[config.mk]
export PLATFORM = sky130hd
export DESIGN_NAME = led_bank_arbiter_flat
export DESIGN_NICKNAME = d
export VERILOG_FILES = /design/src/rtl/led_bank_if.sv /design/src/rtl/led_bank_arbiter.sv /design/src/flat_wrapper.sv
export SDC_FILE = /design/constraint.sdc
export NUM_CORES = 1
export LEC_CHECK = 0
export ABC_AREA = 0
export BUFFER_PORTS_ARGS = -buffer_cell sky130_fd_sc_hd__buf_4
export CORE_MARGIN = 3
export CORE_UTILIZATION = 60
export DETAILED_ROUTE_END_ITERATION = 10
export HOLD_SLACK_MARGIN = 0.15
export PLACE_DENSITY = 0.83
export SLEW_MARGIN = 20
export SYNTH_ARGS = -nofsm -noshare
export SYNTH_HDL_FRONTEND = slang
export SYNTH_SLANG_ARGS = --single-unit
[constraint.sdc]
create_clock -name clk -period 3.7 [get_ports clk]
set_input_delay 0.185 -clock clk [delete_from_list [all_inputs] [get_ports clk]]
set_output_delay 0.185 -clock clk [all_outputs]
set_load 0.02 [all_outputs]
[src/rtl/led_bank_if.sv]
// Bus between the LED bank arbiter and its requesters: level requests,
// packed per-requester patterns, and the registered grant/led/busy outputs.
interface led_bank_if #(
  parameter int NREQ  = 4,
  parameter int WIDTH = 5
);
  logic [NREQ-1:0]       req;
  logic [NREQ*WIDTH-1:0] pat;
  logic [NREQ-1:0]       grant;
  logic [WIDTH-1:0]      led;
  logic                  busy;

  // Requester side drives requests and patterns, observes the bank.
  modport master (output req, pat, input grant, led, busy);
  // Arbiter side.
  modport slave  (input req, pat, output grant, led, busy);
endinterface

[src/rtl/led_bank_arbiter.sv]
// Round-robin arbiter sharing one LED bank among NREQ requesters.
// Each owner keeps the bank for at least DWELL cycles unless it releases it;
// a one-cycle blank gap (IDLE_PATTERN) separates owners.
// Optional build macro LED_BANK_ARB_BLINK_EN: the unowned bank blinks between
// IDLE_PATTERN and all-off with period 2*DWELL instead of a steady IDLE_PATTERN.
module led_bank_arbiter #(
  parameter int               NREQ         = 4,
  parameter int               WIDTH        = 5,
  parameter int               DWELL        = 12000000,
  parameter logic [WIDTH-1:0] IDLE_PATTERN = WIDTH'(5'b01111)
) (
  input  logic     clk,
  input  logic     rst_n,
  led_bank_if.slave bus
);

  localparam int               CW        = (DWELL > 1) ? $clog2(DWELL) : 1;
  localparam logic [CW-1:0]    CNT_MAX   = CW'(DWELL - 1);
  localparam logic [NREQ-1:0]  LAST_INIT = {1'b1, {(NREQ-1){1'b0}}};
  localparam logic [NREQ-1:0]  ONE_N     = {{(NREQ-1){1'b0}}, 1'b1};

  typedef enum logic [1:0] {S_IDLE, S_OWN, S_GAP} state_t;

  state_t           state_q, state_d;
  logic [NREQ-1:0]  grant_q, grant_d;
  logic [NREQ-1:0]  last_q,  last_d;   // one-hot last owner, kept through GAP/IDLE
  logic [WIDTH-1:0] led_q,   led_d;
  logic             busy_q,  busy_d;
  logic [CW-1:0]    cnt_q,   cnt_d;

  logic [NREQ-1:0]  win_oh;
  logic [WIDTH-1:0] pat_sel;
  logic [WIDTH-1:0] idle_led;
  logic [WIDTH-1:0] pat_masked [NREQ];

  // Each requester's pattern, zeroed unless that requester currently owns the bank.
  for (genvar gi = 0; gi < NREQ; gi++) begin : g_pat
    assign pat_masked[gi] = bus.pat[gi*WIDTH +: WIDTH] & {WIDTH{grant_q[gi]}};
  end

  // OR of the masked patterns: the owner's pattern, or zero when unowned.
  always_comb begin
    pat_sel = '0;
    for (int i = 0; i < NREQ; i++) begin
      pat_sel = pat_sel | pat_masked[i];
    end
  end

  // Round-robin pick: lowest request strictly above the last owner, else lowest overall,
  // so the previous owner comes last in rotation order.
  always_comb begin
    logic [NREQ-1:0] upto_last;
    logic [NREQ-1:0] req_hi;
    logic [NREQ-1:0] cand;
    upto_last = {last_q[NREQ-2:0], 1'b0} - ONE_N;
    req_hi    = bus.req & ~upto_last;
    cand      = (|req_hi) ? req_hi : bus.req;
    win_oh    = cand & (~cand + ONE_N);
  end

`ifdef LED_BANK_ARB_BLINK_EN
  logic [CW-1:0] blink_cnt_q;
  logic          blink_q;

  // Free-running heartbeat toggle, flipping every DWELL cycles.
  always_ff @(posedge clk or negedge rst_n) begin
    if (!rst_n) begin
      blink_cnt_q <= '0;
      blink_q     <= 1'b0;
    end else if (blink_cnt_q == CNT_MAX) begin
      blink_cnt_q <= '0;
      blink_q     <= ~blink_q;
    end else begin
      blink_cnt_q <= blink_cnt_q + CW'(1);
    end
  end

  assign idle_led = blink_q ? IDLE_PATTERN : '0;
`else
  assign idle_led = IDLE_PATTERN;
`endif

  // Next-state and registered-output decisions for IDLE / OWN / GAP.
  always_comb begin
    logic owner_req;
    logic contender;
    logic expired;
    state_d   = state_q;
    grant_d   = grant_q;
    last_d    = last_q;
    led_d     = led_q;
    busy_d    = busy_q;
    cnt_d     = cnt_q;
    owner_req = |(bus.req & grant_q);
    contender = |(bus.req & ~grant_q);
    expired   = (cnt_q == CNT_MAX);
    unique case (state_q)
      S_OWN: begin
        if (!owner_req || (expired && contender)) begin
          state_d = S_GAP;
          grant_d = '0;
          busy_d  = 1'b0;
          led_d   = idle_led;
        end else begin
          led_d = pat_sel;
          if (!expired) cnt_d = cnt_q + CW'(1);
        end
      end
      default: begin
        // IDLE and GAP arbitrate identically; the bank stays blank this cycle.
        led_d   = idle_led;
        grant_d = '0;
        busy_d  = 1'b0;
        state_d = S_IDLE;
        if (|bus.req) begin
          state_d = S_OWN;
          grant_d = win_oh;
          last_d  = win_oh;
          busy_d  = 1'b1;
          cnt_d   = '0;
        end
      end
    endcase
  end

  // State and output registers; reset puts the bank straight back to idle.
  always_ff @(posedge clk or negedge rst_n) begin
    if (!rst_n) begin
      state_q <= S_IDLE;
      grant_q <= '0;
      last_q  <= LAST_INIT;
      led_q   <= IDLE_PATTERN;
      busy_q  <= 1'b0;
      cnt_q   <= '0;
    end else begin
      state_q <= state_d;
      grant_q <= grant_d;
      last_q  <= last_d;
      led_q   <= led_d;
      busy_q  <= busy_d;
      cnt_q   <= cnt_d;
    end
  end

  assign bus.grant = grant_q;
  assign bus.led   = led_q;
  assign bus.busy  = busy_q;

endmodule
[src/flat_wrapper.sv]
// flat-port wrapper written by rule: the top's interface ports become plain ports
module led_bank_arbiter_flat 
#(
  parameter int               NREQ         = 4,
  parameter int               WIDTH        = 5,
  parameter int               DWELL        = 12000000,
  parameter logic [WIDTH-1:0] IDLE_PATTERN = WIDTH'(5'b01111)
)
  (clk, rst_n, bus_req, bus_pat, bus_grant, bus_led, bus_busy);
  led_bank_if #(.NREQ(NREQ), .WIDTH(WIDTH)) bus_i ();
  input  logic clk;
  input  logic rst_n;
  input wire logic [$bits(bus_i.req)-1:0] bus_req;
  input wire logic [$bits(bus_i.pat)-1:0] bus_pat;
  output wire logic [$bits(bus_i.grant)-1:0] bus_grant;
  output wire logic [$bits(bus_i.led)-1:0] bus_led;
  output wire logic [$bits(bus_i.busy)-1:0] bus_busy;
  assign bus_i.req = bus_req;
  assign bus_i.pat = bus_pat;
  assign bus_grant = bus_i.grant;
  assign bus_led = bus_i.led;
  assign bus_busy = bus_i.busy;
  led_bank_arbiter #(.NREQ(NREQ), .WIDTH(WIDTH), .DWELL(DWELL), .IDLE_PATTERN(IDLE_PATTERN)) u_core (.clk(clk), .rst_n(rst_n), .bus(bus_i));
endmodule
=== Yosys cells after proc, flatten, opt, wreduce, memory -nomap -nowiden ===
Cells that the tools add are included.

* $add $sub $neg: 3
* Equal/unequal tests: 5
* Multiplexer cells: 16
* Bitwise logic cells: 15
* Reduce and logical (&&, ||, !) cells: 10

{| class="wikitable"
|+ Operator list
! operator !! count
|-
| $mux W24 || 4
|-
| $add A24 B1 Y24 const B || 1
|-
| $eq A24 B24 Y1 const B || 1
|-
| $and A5 B5 Y5 || 4
|-
| $and A4 B4 Y4 || 4
|-
| $mux W4 || 4
|-
| $reduce_or A4 Y1 || 4
|-
| $or A5 B5 Y5 || 3
|-
| $not A4 Y4 || 3
|-
| $mux W5 || 2
|-
| $add A4 B1 Y4 const B || 1
|-
| $mux W1 || 4
|-
| $mux W2 || 2
|-
| $ne A2 B2 Y1 const B || 2
|-
| $sub A4 B1 Y4 const B || 1
|-
| $reduce_and A3 Y1 || 1
|-
| $eq A2 B1 Y1 const B || 1
|-
| $ne A2 B1 Y1 const B || 1
|-
| $reduce_and A2 Y1 || 1
|-
| $reduce_bool A2 Y1 || 1
|-
| $logic_and A1 B1 Y1 || 1
|-
| $logic_not A1 Y1 || 1
|-
| $logic_or A1 B1 Y1 || 1
|-
| $not A1 Y1 || 1
|}

* Register bits after elaboration: 39
* Bits of input ports: 26
* Output and inout port bits: 10
* Word-level logic and storage cells: 55

=== Depth between registers and ports, before layout ===
Gate-level depths: netlist of the first run.

* Depth in word-level cells: 10
* Gate-level depth with buffers: 7
* Depth with buffers taken out: 7

=== Worst setup path before layout of the first run ===
No wires, ideal clock.

* Path kind: register -> register
* Start: register u_core.grant_q[0] (netlist: u_core.bus.grant[0])
* End: register u_core.cnt_q[23]
* Library setup time: 0.134 ns
* Arrival time: 1.721 ns
* Data required time: 3.566 ns
* Setup slack: 1.845 ns
* Stages on the path, launching flop included: 7
* Buffers on the path: 1
* Period minus slack after synthesis: 1.855 ns
* Cells stage by stage: dfrtp_1 -> buf_2 -> a22o_1 -> o21ai_0 -> or3_4 -> o311ai_2 -> o41ai_1

* Word-level cells in the longest chain between the ends: 7
* Elaborated cells on any way between the ends: 10
* Classes of those cells: eq/ne: 1; bitwise: 3; reduce/logical: 6

{| class="wikitable"
|+ RTL lines
! element !! RTL line !! text
|-
| from (decl) || led_bank_arbiter.sv:25 || <nowiki>logic [NREQ-1:0] grant_q, grant_d;</nowiki>
|-
| from (signal assigned) || led_bank_arbiter.sv:137 || <nowiki>grant_q <= grant_d;</nowiki>
|-
| $not A4 Y4 || led_bank_arbiter.sv:95 || <nowiki>contender = |(bus.req & ~grant_q);</nowiki>
|-
| $and A4 B4 Y4 || led_bank_arbiter.sv:95 ||
|-
| $reduce_or A4 Y1 || led_bank_arbiter.sv:95 ||
|-
| $logic_and A1 B1 Y1 || led_bank_arbiter.sv:99 || <nowiki>if (!owner_req || (expired && contender)) begin</nowiki>
|-
| $logic_or A1 B1 Y1 * || led_bank_arbiter.sv:99 ||
|-
| $ne A2 B2 Y1 (no source line) * || n/a ||
|-
| $reduce_and A3 Y1 (no source line) * || n/a ||
|-
| to (signal assigned) || led_bank_arbiter.sv:141 || <nowiki>cnt_q <= cnt_d;</nowiki>
|-
| to (decl) || led_bank_arbiter.sv:29 || <nowiki>logic [CW-1:0] cnt_q, cnt_d;</nowiki>
|}

Every way passes the cells marked *; elsewhere a longest branch is shown, timed or not.
A chain may end at the register's enable or synchronous reset.

=== Final worst setup path of the first run ===
* Start: register u_core.cnt_q[0]
* End: register u_core.led_q[2] (netlist: u_core.bus.led[2])

* Word-level cells in the longest chain between the ends: 5

{| class="wikitable"
|+ RTL lines
! element !! RTL line !! text
|-
| $eq A24 B24 Y1 || led_bank_arbiter.sv:96 || <nowiki>expired = (cnt_q == CNT_MAX);</nowiki>
|-
| $logic_and A1 B1 Y1 || led_bank_arbiter.sv:99 ||
|-
| $logic_or A1 B1 Y1 || led_bank_arbiter.sv:99 ||
|-
| $mux W5 || led_bank_arbiter.sv:99 ||
|-
| $mux W5 || led_bank_arbiter.sv:97 || <nowiki>unique case (state_q)</nowiki>
|-
| via u_core.led_d[2] || led_bank_arbiter.sv:27 || <nowiki>logic [WIDTH-1:0] led_q, led_d;</nowiki>
|-
| to (signal assigned) || led_bank_arbiter.sv:139 || <nowiki>led_q <= led_d;</nowiki>
|-
| to (decl) || led_bank_arbiter.sv:27 ||
|}

The timed path passes the listed nets, and every way through them passes these cells.

==> results of run 1 <==
[kinds of logic after synthesis]
family	Yosys count	synth area share (%)
muxes	3	1.448
DFF	38	46.11
xor gates and xnor gates	13	5.492
AOI/OAI and AO/OA	57	19.92
adders and majority gates	2	1.207
and+or+nand+nor	82	21.49
buffers and inverters	22	4.345
[state kept, by name, summed over array words and instances (netlist names)]
| signal | flops |
|---|---|
| u_core.cnt_q | 24 |
| u_core.bus.led | 5 |
| u_core.bus.grant | 4 |
| u_core.last_q | 3 |
| u_core.state_q | 2 |
[metal layers]
| layer | routed length (µm) | vias up | track usage [%] |
|---|---|---|---|
| met3 | 303 | 19 | 6.932 |
| li1 | - | 897 | - |
| met5 | 0 | - | 0 |
| met2 | 3002 | 82 | 51.85 |
| met4 | 170 | 0 | 12.40 |
| met1 | 2205 | 940 | 34.89 |
[where the power goes]
part	switching, W	internal, W
combinational	0.000322	0.000247
clock	0.000137	0.0000922
sequential	0.0000830	0.000492
total	0.000542	0.000831
[through the flow]
stage	worst slack, ns	hold WS [ns]	util [%]
final	1.113	0.1570	80.47
after global routing	0.9271	0.1741	80.47
after CTS	1.228	0.1535	80.47
after detailed placement	1.629	0.1719	74.17
after global placement	1.771	0.1661	74.17
after floorplan	1.845	-0.1106	-
[layout by cell type, fill, tap and decap left out, drive strengths merged, types with 2 or more instances in the layout]
cell type | Yosys | layout
o2bb2ai | 2 | 2
a22oi | 14 | 14
nor4 | 4 | 4
nand3 | 11 | 11
a22o | 2 | 2
a21oi | 10 | 10
mux2i | 3 | 3
a21o | 3 | 3
ha | 2 | 2
o211ai | 4 | 4
dfrtp | 34 | 34
clkbuf | 4 | 7
or3 | 7 | 7
xnor2 | 12 | 12
o2111ai | 2 | 2
nor2 | 17 | 17
and3 | 4 | 4
and4 | 3 | 3
buf | 5 | 36
nand2 | 16 | 16
nand2b | 2 | 2
dfstp | 4 | 4
o21ai | 10 | 10
dlygate4sd3 | 0 | 14
nand4 | 6 | 6
inv | 13 | 13
nor3 | 8 | 8
[layout make-up]
type	instances	area, µm²	area share, %
multi-input combinational	157	1027	40.17
clock inverter	1	5.005	0.1957
sequential	38	955.9	37.38
timing repair buffer	50	410.4	16.05
clock buffer	7	55.05	2.153
inverter	13	48.80	1.908
tap	44	55.05	2.153
[path summary, 6_finish.rpt]
check                                    end  slack, ns  cells past startpoint
setup / recovery           u_core.bus.led[2]       1.11                      7
hold / removal             u_core.bus.led[4]       0.16                      3
setup reg to reg           u_core.bus.led[2]       1.11                      7
hold reg to reg             u_core.last_q[1]       0.49                      1
max in group asynchronous  u_core.bus.led[1]       3.03                      2
min in group asynchronous  u_core.state_q[1]       0.33                      2
[worst reg2reg max path: cells and delay by family (launching register included)]
kind	cells	cell delay (ns)
compound gates	1	0.42
fa+ha+maj	1	0.22
buf+inv	1	0.60
flops	1	0.42
simple gates	4	0.88
[timing repair]
action,in CTS,in global routing
hold buffers,14,0
endpoints found under the hold margin,43,0
resized for setup,0,0
==> results by group, run 1 <==
Setup path
  • Worst Setup Start Kind: register
  • Max FO, Critical Path: 11
  • Worst Setup SP: u_core.cnt_q[0]
  • Start of the worst register-to-register path: u_core.cnt_q[0]
  • Critical-path top delay cell: dlygate4sd3_1
  • CP Data Arrival Time: ~2.9 ns
  • Worst path top cell family by delay: simple AND/OR/NAND/NOR gates
  • CP Buf/Inv Count: 1
  • Max incr delay on CP: about 0.60 ns
  • Worst EP required: 3.98 ns
  • Worst Path Class, Setup: reg2reg
  • CP Capture Type: register
  • Worst path cell trace: ha_1 -> and2_1 -> nand4_1 -> nor2_1 -> a21oi_2 -> nand3_1 -> dlygate4sd3_1

Logic synthesis
  • Yosys warnings: 0
  • Ys async rst share: 100.0%
  • Syn Inst Count: between 200 and 250
  • Yosys top cell area share: between 40 and 50%
  • Ys flop type: dfrtp_1
  • Post-synth EDFFs: 0
  • Cell taking the most area after synthesis: dfrtp_1
  • Netlist cell types: 48
  • Post-Syn Area per Cell: around 9.6 µm²
  • Post-synthesis net count: between 200 and 250
  • Synth top area cells: dfrtp_1 (41%), a22oi_1 (5.1%), dfstp_2 (5.1%)
  • Share of the yosys chip area belonging to registers: 46.11%
  • Mapped cell area: roughly 0.0021 mm²
  • Most numerous cell in the Yosys netlist: dfrtp_1
  • #FFs+latches synth: 38
  • Post-synth top cells: dfrtp_1 (34), nor2_1 (17), nand2_1 (16)

Power and ir drop
  • Total chip power: between 0.001 and 0.0015 W
  • Lkg Pwr: approximately 1.1 nW
  • VDD IR max: slightly above 0.4 mV
  • PD cells: ~540 mW/mm²

Detailed routing
  • Vias: between 1,500 and 2,000
  • Routed WL: 5.682 mm
  • Drt wl/cell: ~18 µm
  • Router iterations before antenna repair: 5
  • Via-per-instance ratio: between 6 and 7
  • Residual DRC count: 0
  • 1st-iter DRT viols: 160
  • Post-route ant nets: 0

STA
  • Final Max Slew Viols: 0
  • Least-Margin Pin Slew: ~0.75 ns
  • Setup Skew: 0.008472 ns
  • F_max: around 390 MHz
  • Final setup viols: 0
  • Final period utilization: a little over two thirds
  • Max_slew headroom: between 50% and 60%
  • TNS Setup: 0 ns
  • Final Hold Viols: 0
  • Unrepaired setup endpoints after global routing: no
  • Final Critical Period: around 2.6 ns

Global route
  • GRT overflow: 0
  • Largest net degree at the start of global routing: 39
  • Total track usage: 29.73%
  • Initial antenna violation count: 0
  • First-pass GRT wire length: approximately 9.6 mm
  • Vias in the first global route: ~2,000

Clock network
  • Insertion delay to the later sink of the worst-skew pair: about 0.35 ns
  • Clk pin slew, worst setup/hold paths: about 0.12 ns
  • CTS Root Cell: clkbuf_4
  • TritonCTS Buffers: 5
  • Post-CTS Setup Bufs: 0
  • Clock buffer depth: 2
  • H-tree levels: 2
  • Sink Count: 38
  • TritonCTS clock tree: done

Die
  • Die footprint: 0.004196 mm²
  • Chip Width: between 60 and 70 µm
  • Die Height: between 60 and 70 µm
  • Initial Util: around 65%
  • I/O Pins: 36
  • Core Box Area: around 0.0032 mm²
  • # rows: 20

Flow run
  • Max Cap Viol: 0

Cells and area
  • Area Growth Syn to Fin: 23.36%
  • Share of post-route cells with drive strength above 1: about a fifth
  • Post-route cell area: 0.002557 mm²
  • Final net count: 293
  • Fillers: 210
  • Antenna diodes: 0
  • Non-Filler Instances: a little over 300

Placement
  • Final GP Congestion: slightly below 0.9
  • Inst Count DP: roughly 290
  • Post-DP Area: about 0.0024 mm²
  • Port Buffers: 35
  • DP HPWL: 3.620 mm

Worst hold path
  • Hold wc startpoint: bus_pat[9]
  • Worst Hold Class: in2reg

Outcome
  • Status: completed
No activity file was read; power rests on OpenSTA's default activity.
==> run 2: changes to the inputs <==
Settings changed: ABC_AREA 0 to 1, CORE_UTILIZATION 60 to 57, PLACE_DENSITY 0.83 to 0.77.
Clock period 3.7 ns to 2.5 ns, I/O delays scaled along.
==> results by group, run 2 <==
Setup path
  • Critical path depth: 6 (-1)
  • Worst Setup SP: u_core.cnt_q[0]
  • Reg2reg end: u_core.cnt_q[20]
  • Crit path to: u_core.cnt_q[20]
  • Max incr delay on CP: 0.66 ns (+0.06 ns)
  • Max FO, Critical Path: 31 (+20)
  • Worst reg-to-reg setup slack: 0.30 ns (-0.82 ns)
  • Worst path top cell family by delay: compound AO/OA/AOI/OAI gates
  • CP Buf/Inv Count: 0 (-1)
  • CP Data Arrival Time: 2.35 ns (-0.51 ns)
  • Worst path cell trace: ha_1 -> nand3_2 -> nor2_4 -> nand3_2 -> a21oi_4 -> o21ai_0
  • Reg2reg path depth: 6 (-1)
  • Critical-path top delay cell: a21oi_4
  • Top cell by count, worst path: nand3_2
  • Worst Path Class, Setup: reg2reg
  • Worst Setup Start Kind: register
  • Worst EP required: 2.64 ns (-1.34 ns)
  • Start of the worst register-to-register path: u_core.cnt_q[0]
  • CP Capture Type: register

Cells and area
  • Non-Filler Instances: 466 (+50%)
  • Share of post-route cells with drive strength above 1: 12.74% (-8.3 points)
  • Most flops, register: u_core.cnt_q
  • Area Growth Syn to Fin: 17.85%
  • Commonest non-fill, non-tap cells in the layout: nand2_1 (137), nor2_1 (55), inv_1 (40), buf_4 (36), dfrtp_1 (34)
  • Final net count: 443 (+51%)
  • Largest register FFs: 24 (unchanged)
  • Antenna diodes: 0 (unchanged)
  • Fillers: 350 (+67%)
  • Commonest non-fill, non-tap cell in the layout: nand2_1

Clock network
  • Post-CTS Setup Bufs: 0 (unchanged)
  • Clk pin slew, worst setup/hold paths: 0.08 ns (-0.04 ns)
  • H-tree levels: 2 (unchanged)
  • Insertion delay to the later sink of the worst-skew pair: 0.29 ns (-0.06 ns)
  • TritonCTS Buffers: 5 (unchanged)
  • TritonCTS clock tree: done
  • Clock buffer depth: 2 (unchanged)
  • Cts repair resizes: 0 (unchanged)
  • CTS Root Cell: clkbuf_8
  • Sink Count: 38 (unchanged)

Detailed routing
  • Via-per-instance ratio: 5.367 (-14%)
  • Residual DRC count: 0 (unchanged)
  • Routed WL: 6.117 mm (+7.7%)
  • Router iterations before antenna repair: 4 (-1)
  • Vias: 2,501 (+29%)
  • 1st-iter DRT viols: 176 (+10%)
  • Drt wl/cell: 13.13 µm (-28%)
  • Post-route ant nets: 0 (unchanged)

Global route
  • First-pass GRT wire length: 10.43 mm (+9.0%)
  • Vias in the first global route: 2,325 (+16%)
  • Total track usage: 25.07% (-4.7 points)
  • Initial antenna violation count: 0 (unchanged)
  • GRT overflow: 0 (unchanged)
  • Largest net degree at the start of global routing: 39 (unchanged)

STA
  • Final period utilization: 88.13% (+18 points)
  • Final Hold Viols: 0 (unchanged)
  • TNS Setup: 0 ns (unchanged)
  • Unrepaired setup endpoints after global routing: no
  • F_max: 453.9 MHz (+17%)
  • Final Critical Period: 2.203 ns (-0.3833 ns)
  • Least-Margin Pin Slew: 0.7843 ns (+0.03803 ns)
  • Final setup viols: 0 (unchanged)
  • Final Max Slew Viols: 0 (unchanged)
  • Max_slew headroom: 47.60% (-2.7 points)
  • Setup Skew: 0.003826 ns (-0.004646 ns)

Placement
  • Port Buffers: 35 (unchanged)
  • Final GP Congestion: 0.9571 (+9.0%)
  • DP HPWL: 4.402 mm (+22%)
  • Inst Count DP: 447 (+55%)

Die
  • Core Box Area: 0.004115 mm² (+29%)
  • Die footprint: 0.005248 mm² (+25%)
  • # rows: 23 (+15%)
  • Die Height: 72.44 µm (+12%)
  • I/O Pins: 36 (unchanged)
  • Chip Width: 72.44 µm (+12%)
  • Initial Util: 61.14% (-4.1 points)

Logic synthesis
  • Synth top area cells: dfrtp_1 (34%), nand2_1 (20%), nor2_1 (8.2%)
  • Post-Syn Area per Cell: 6.800 µm² (-29%)
  • Most numerous cell in the Yosys netlist: nand2_1
  • Yosys top cell area share: 33.81% (-7.2 points)
  • Post-synth top cells: nand2_1 (137), nor2_1 (55), inv_1 (40)
  • Post-synth EDFFs: 0 (unchanged)
  • #FFs+latches synth: 38 (unchanged)
  • Share of the yosys chip area belonging to registers: 37.99% (-8.1 points)
  • Netlist cell types: 28 (-42%)
  • Yosys warnings: 0 (unchanged)
  • Post-synthesis net count: 398 (+62%)
  • Cell taking the most area after synthesis: dfrtp_1
  • Syn Inst Count: 370 (+71%)
  • Ys async rst share: 100.0% (unchanged)
  • Ys flop type: dfrtp_1
  • Mapped cell area: 0.002516 mm² (+21%)

Worst hold path
  • Worst Hold Class: in2reg

Flow run
  • Max Cap Viol: 0 (unchanged)

Outcome
  • Status: completed

Power and ir drop
  • PD cells: 768.4 mW/mm² (+43%)
  • VDD IR max: 0.6423 mV (+54%)
  • Lkg Pwr: 1.401 nW (+30%)
==> run 2: cell count changes in the layout (fill, tap and decap cells not counted), sizes merged, moves of 8 or more <==
cell,delta
o21ai,+9
a21oi,-8
xnor2,-10
nand3,+19
nor2,+40
a22oi,-14
xor2,+9
inv,+27
nand2,+122
==> run 2: what timing repair did <==
action,in CTS,in global routing
setup endpoints to repair,0,0
endpoints found under the hold margin,43,0
hold buffers,11,0
==> run 2: per-layer routing <==
metal | routed length (µm) | vias to the layer above | GRT usage [%]
met3 | 369 | 19 | 4.571
met2 | 2969 | 98 | 42.97
met4 | 165 | 0 | 9.016
met5 | 0 | - | 0
met1 | 2612 | 1129 | 31.57
li1 | - | 1255 | -
==> run 2: power breakdown <==
group	leakage, nW	switching (W)	total, W	internal, W
registers	0.505	0.000107	0.000839	0.000733
logic	0.856	0.000646	0.00103	0.000380
clock network	0.0395	0.000215	0.000414	0.000198
==> run 2: cell families after synthesis <==
group	synth area share, %
AOI/OAI and AO/OA	9.249
xor gates and xnor gates	4.177
adders and majority gates	0.9944
buffers and inverters	8.901
DFF	37.99
and+or+nand+nor	38.69
==> run 2: how the worst min path moves through the flow <==
stage	end	cells past startpoint	slack, ns	start
final	u_core.bus.grant[0]	3	0.22	bus_req[0]
after global routing	u_core.bus.grant[0]	3	0.24	bus_req[0]
after detailed placement	u_core.cnt_q[6]	1	0.12	rst_n
after floorplan	u_core.bus.grant[0]	0	-0.17	rst_n
after global placement	u_core.cnt_q[6]	1	0.12	rst_n
after CTS	u_core.bus.grant[0]	3	0.21	bus_req[0]
==> run 2: through the flow <==
step | util, % | setup slack (ns) | cell area (µm²) | hold WS, ns | total power, W
after floorplan | - | 0.9008 | 2516 | -0.1706 | 0.001583
after global placement | 67.44 | 0.4236 | 2775 | 0.1223 | 0.001770
after detailed placement | 67.44 | 0.2989 | 2775 | 0.1198 | 0.001790
after CTS | 72.06 | 0.3168 | 2965 | 0.2066 | 0.002280
after global routing | 72.06 | 0.03732 | 2965 | 0.2383 | 0.002441
final | 72.06 | 0.2968 | 2965 | 0.2152 | 0.002278
==> run 2: tightest hold or removal path: stages <==
cell and delay [ns]:
buf_4 0.12, nand4_1 0.13, o22ai_1 0.09
==> run 2: cell type report <==
type,instances,area [µm²],area share [%]
inverters,40,150.1,5.063
clock buffers,8,80.08,2.700
repair buffers,47,380.4,12.83
multi-input cells,283,1336,45.06
well taps,50,62.56,2.110
flip-flops and latches,38,955.9,32.24
==> run 3: changes to the inputs <==
Settings changed: RECOVER_POWER set to 25.
==> results by group, run 3 (synthesized netlist as in run 2, its figures left out) <==
Die
  • Die footprint: 0.005248 mm² (unchanged)
  • Initial Util: 61.14% (unchanged)
  • Die Height: 72.44 µm (unchanged)
  • Core Box Area: 0.004115 mm² (unchanged)
  • # rows: 23 (unchanged)
  • Chip Width: 72.44 µm (unchanged)
  • I/O Pins: 36 (unchanged)

Flow run
  • Max Cap Viol: 0 (unchanged)

Cells and area
  • Commonest non-fill, non-tap cells in the layout: nand2_1 (137), nor2_1 (55), inv_1 (40), buf_4 (35), dfrtp_1 (34)
  • Non-Filler Instances: 466 (unchanged)
  • Most flops, register: u_core.cnt_q
  • Fillers: 351 (+0.29%)
  • Area Growth Syn to Fin: 17.75% (about the same)
  • Largest register FFs: 24 (unchanged)
  • Commonest non-fill, non-tap cell in the layout: nand2_1
  • Antenna diodes: 0 (unchanged)
  • Final core area utilization: 72.00% (about the same)
  • Final net count: 443 (unchanged)
  • Share of post-route cells with drive strength above 1: 12.74% (unchanged)

Setup path
  • Max FO, Critical Path: 31 (unchanged)
  • Worst path cell trace: ha_1 -> nand3_2 -> nor2_4 -> nand3_2 -> a21oi_4 -> o21ai_0
  • Worst Path Class, Setup: reg2reg
  • CP Buf/Inv Count: 0 (unchanged)
  • Worst reg-to-reg setup slack: 0.30 ns (about the same)
  • CP Data Arrival Time: 2.35 ns (about the same)
  • Worst path top cell family by delay: compound AO/OA/AOI/OAI gates
  • Critical-path top delay cell: a21oi_4
  • Worst EP required: 2.64 ns (about the same)
  • Max incr delay on CP: 0.66 ns (about the same)
  • CP Capture Type: register
  • Top cell by count, worst path: nand3_2
  • Worst Setup Start Kind: register

Global route
  • Largest net degree at the start of global routing: 39 (unchanged)
  • First-pass GRT wire length: 10.43 mm (unchanged)
  • Vias in the first global route: 2,325 (unchanged)
  • Total track usage: 25.07% (unchanged)
  • Initial antenna violation count: 0 (unchanged)
  • GRT overflow: 0 (unchanged)

Power and ir drop
  • Lkg Pwr: 1.400 nW (about the same)
  • PD cells: 768.7 mW/mm² (about the same)
  • VDD IR max: 0.6413 mV (-0.15%)

Detailed routing
  • Detail Route met3 WL: 367 µm (-0.54%)
  • Via-per-instance ratio: 5.350 (-0.32%)
  • Drt wl/cell: 13.12 µm (about the same)
  • Router iterations before antenna repair: 4 (unchanged)
  • 1st-iter DRT viols: 176 (unchanged)
  • Routed WL: 6.115 mm (about the same)
  • Vias: 2,493 (-0.32%)
  • Highest metal used: met4
  • Post-route ant nets: 0 (unchanged)
  • WL met1: 2.616 mm (+0.15%)
  • Residual DRC count: 0 (unchanged)
  • Met2 routed WL: 2.965 mm (-0.13%)

STA
  • Least-Margin Pin Slew: 0.9331 ns (+0.1488 ns)
  • Unrepaired setup endpoints after global routing: no
  • Fin worst setup slack: 0.2965 ns (-0.0003070 ns)
  • TNS Setup: 0 ns (unchanged)
  • Final Max Slew Viols: 0 (unchanged)
  • Final setup viols: 0 (unchanged)
  • Final Hold Viols: 0 (unchanged)
  • F_max: 453.8 MHz (about the same)
  • WHS: 0.2151 ns (-0.00009100 ns)
  • Final period utilization: 88.14% (about the same)
  • Setup Skew: 0.003826 ns (unchanged)
  • Final Critical Period: 2.204 ns (+0.0003070 ns)
  • Max_slew headroom: 37.79% (-9.8 points)

Clock network
  • Post-CTS Setup Bufs: 0 (unchanged)
  • TritonCTS Buffers: 5 (unchanged)
  • Sink Count: 38 (unchanged)
  • CTS Root Cell: clkbuf_8
  • Clock buffer depth: 2 (unchanged)
  • H-tree levels: 2 (unchanged)
  • Clk pin slew, worst setup/hold paths: 0.08 ns (about the same)
  • TritonCTS clock tree: done
  • Insertion delay to the later sink of the worst-skew pair: 0.29 ns (about the same)

Placement
  • Dpl ws: 0.2989 ns (unchanged)
  • Port Buffers: 35 (unchanged)
  • Final GP Congestion: 0.9571 (unchanged)
  • Inst Count DP: 447 (unchanged)
  • DP HPWL: 4.402 mm (unchanged)

Outcome
  • Status: completed

Worst hold path
  • Worst Hold Class: in2reg
[run 3: changes by cell type in the layout (fill, tap and decap cells not counted)]
cell | before | now
clkbuf_2 | 0 | 1
buf_4 | 36 | 35
[run 3: per-stage QoR]
stage	cell area, µm²	total power [W]
global placement	2775	0.001770
finish	2963	0.002278
detailed placement	2775	0.001790
global route	2963	0.002440
floorplan	2516	0.001583
CTS	2965	0.002280
[run 3: metal layers]
| layer | track usage, % | vias to the layer above |
|---|---|---|
| li1 | - | 1255 |
| met1 | 31.57 | 1121 |
| met2 | 42.97 | 98 |
| met3 | 4.571 | 19 |
| met4 | 9.016 | 0 |
| met5 | 0 | - |
[run 3: path summary, 6_finish.rpt]
path                       depth (start not counted)                   to            start
max                                                6     u_core.cnt_q[20]  u_core.cnt_q[0]
min                                                3  u_core.bus.grant[0]       bus_req[0]
max reg2reg                                        6     u_core.cnt_q[20]  u_core.cnt_q[0]
min reg2reg                                        2      u_core.cnt_q[1]  u_core.cnt_q[1]
max in group asynchronous                          2      u_core.cnt_q[9]            rst_n
min in group asynchronous                          2     u_core.cnt_q[19]            rst_n
[run 3: final cells by class]
cell class	count	area [µm²]	share of cell area [%]
timing repair buffer	47	377.9	12.75
tap	50	62.56	2.111
clock buffer	8	80.08	2.703
sequential	38	955.9	32.26
inverter	40	150.1	5.068
multi-input combinational	283	1336	45.10
[run 3: tightest hold or removal path, cell delays in order]
cell	delay, ns
buf_4	0.12
nand4_1	0.13
o22ai_1	0.09
[run 3: where the power goes]
| part | total, W | internal, W | switching (W) |
|---|---|---|---|
| logic | 0.00102 | 0.000379 | 0.000645 |
| clock network | 0.000414 | 0.000198 | 0.000215 |
| registers | 0.000839 | 0.000733 | 0.000107 |
[run 3: repair_timing]
item	in CTS	in global routing
gates resized for setup	0	0
hold endpoints to repair	43	0
hold buffers	11	0
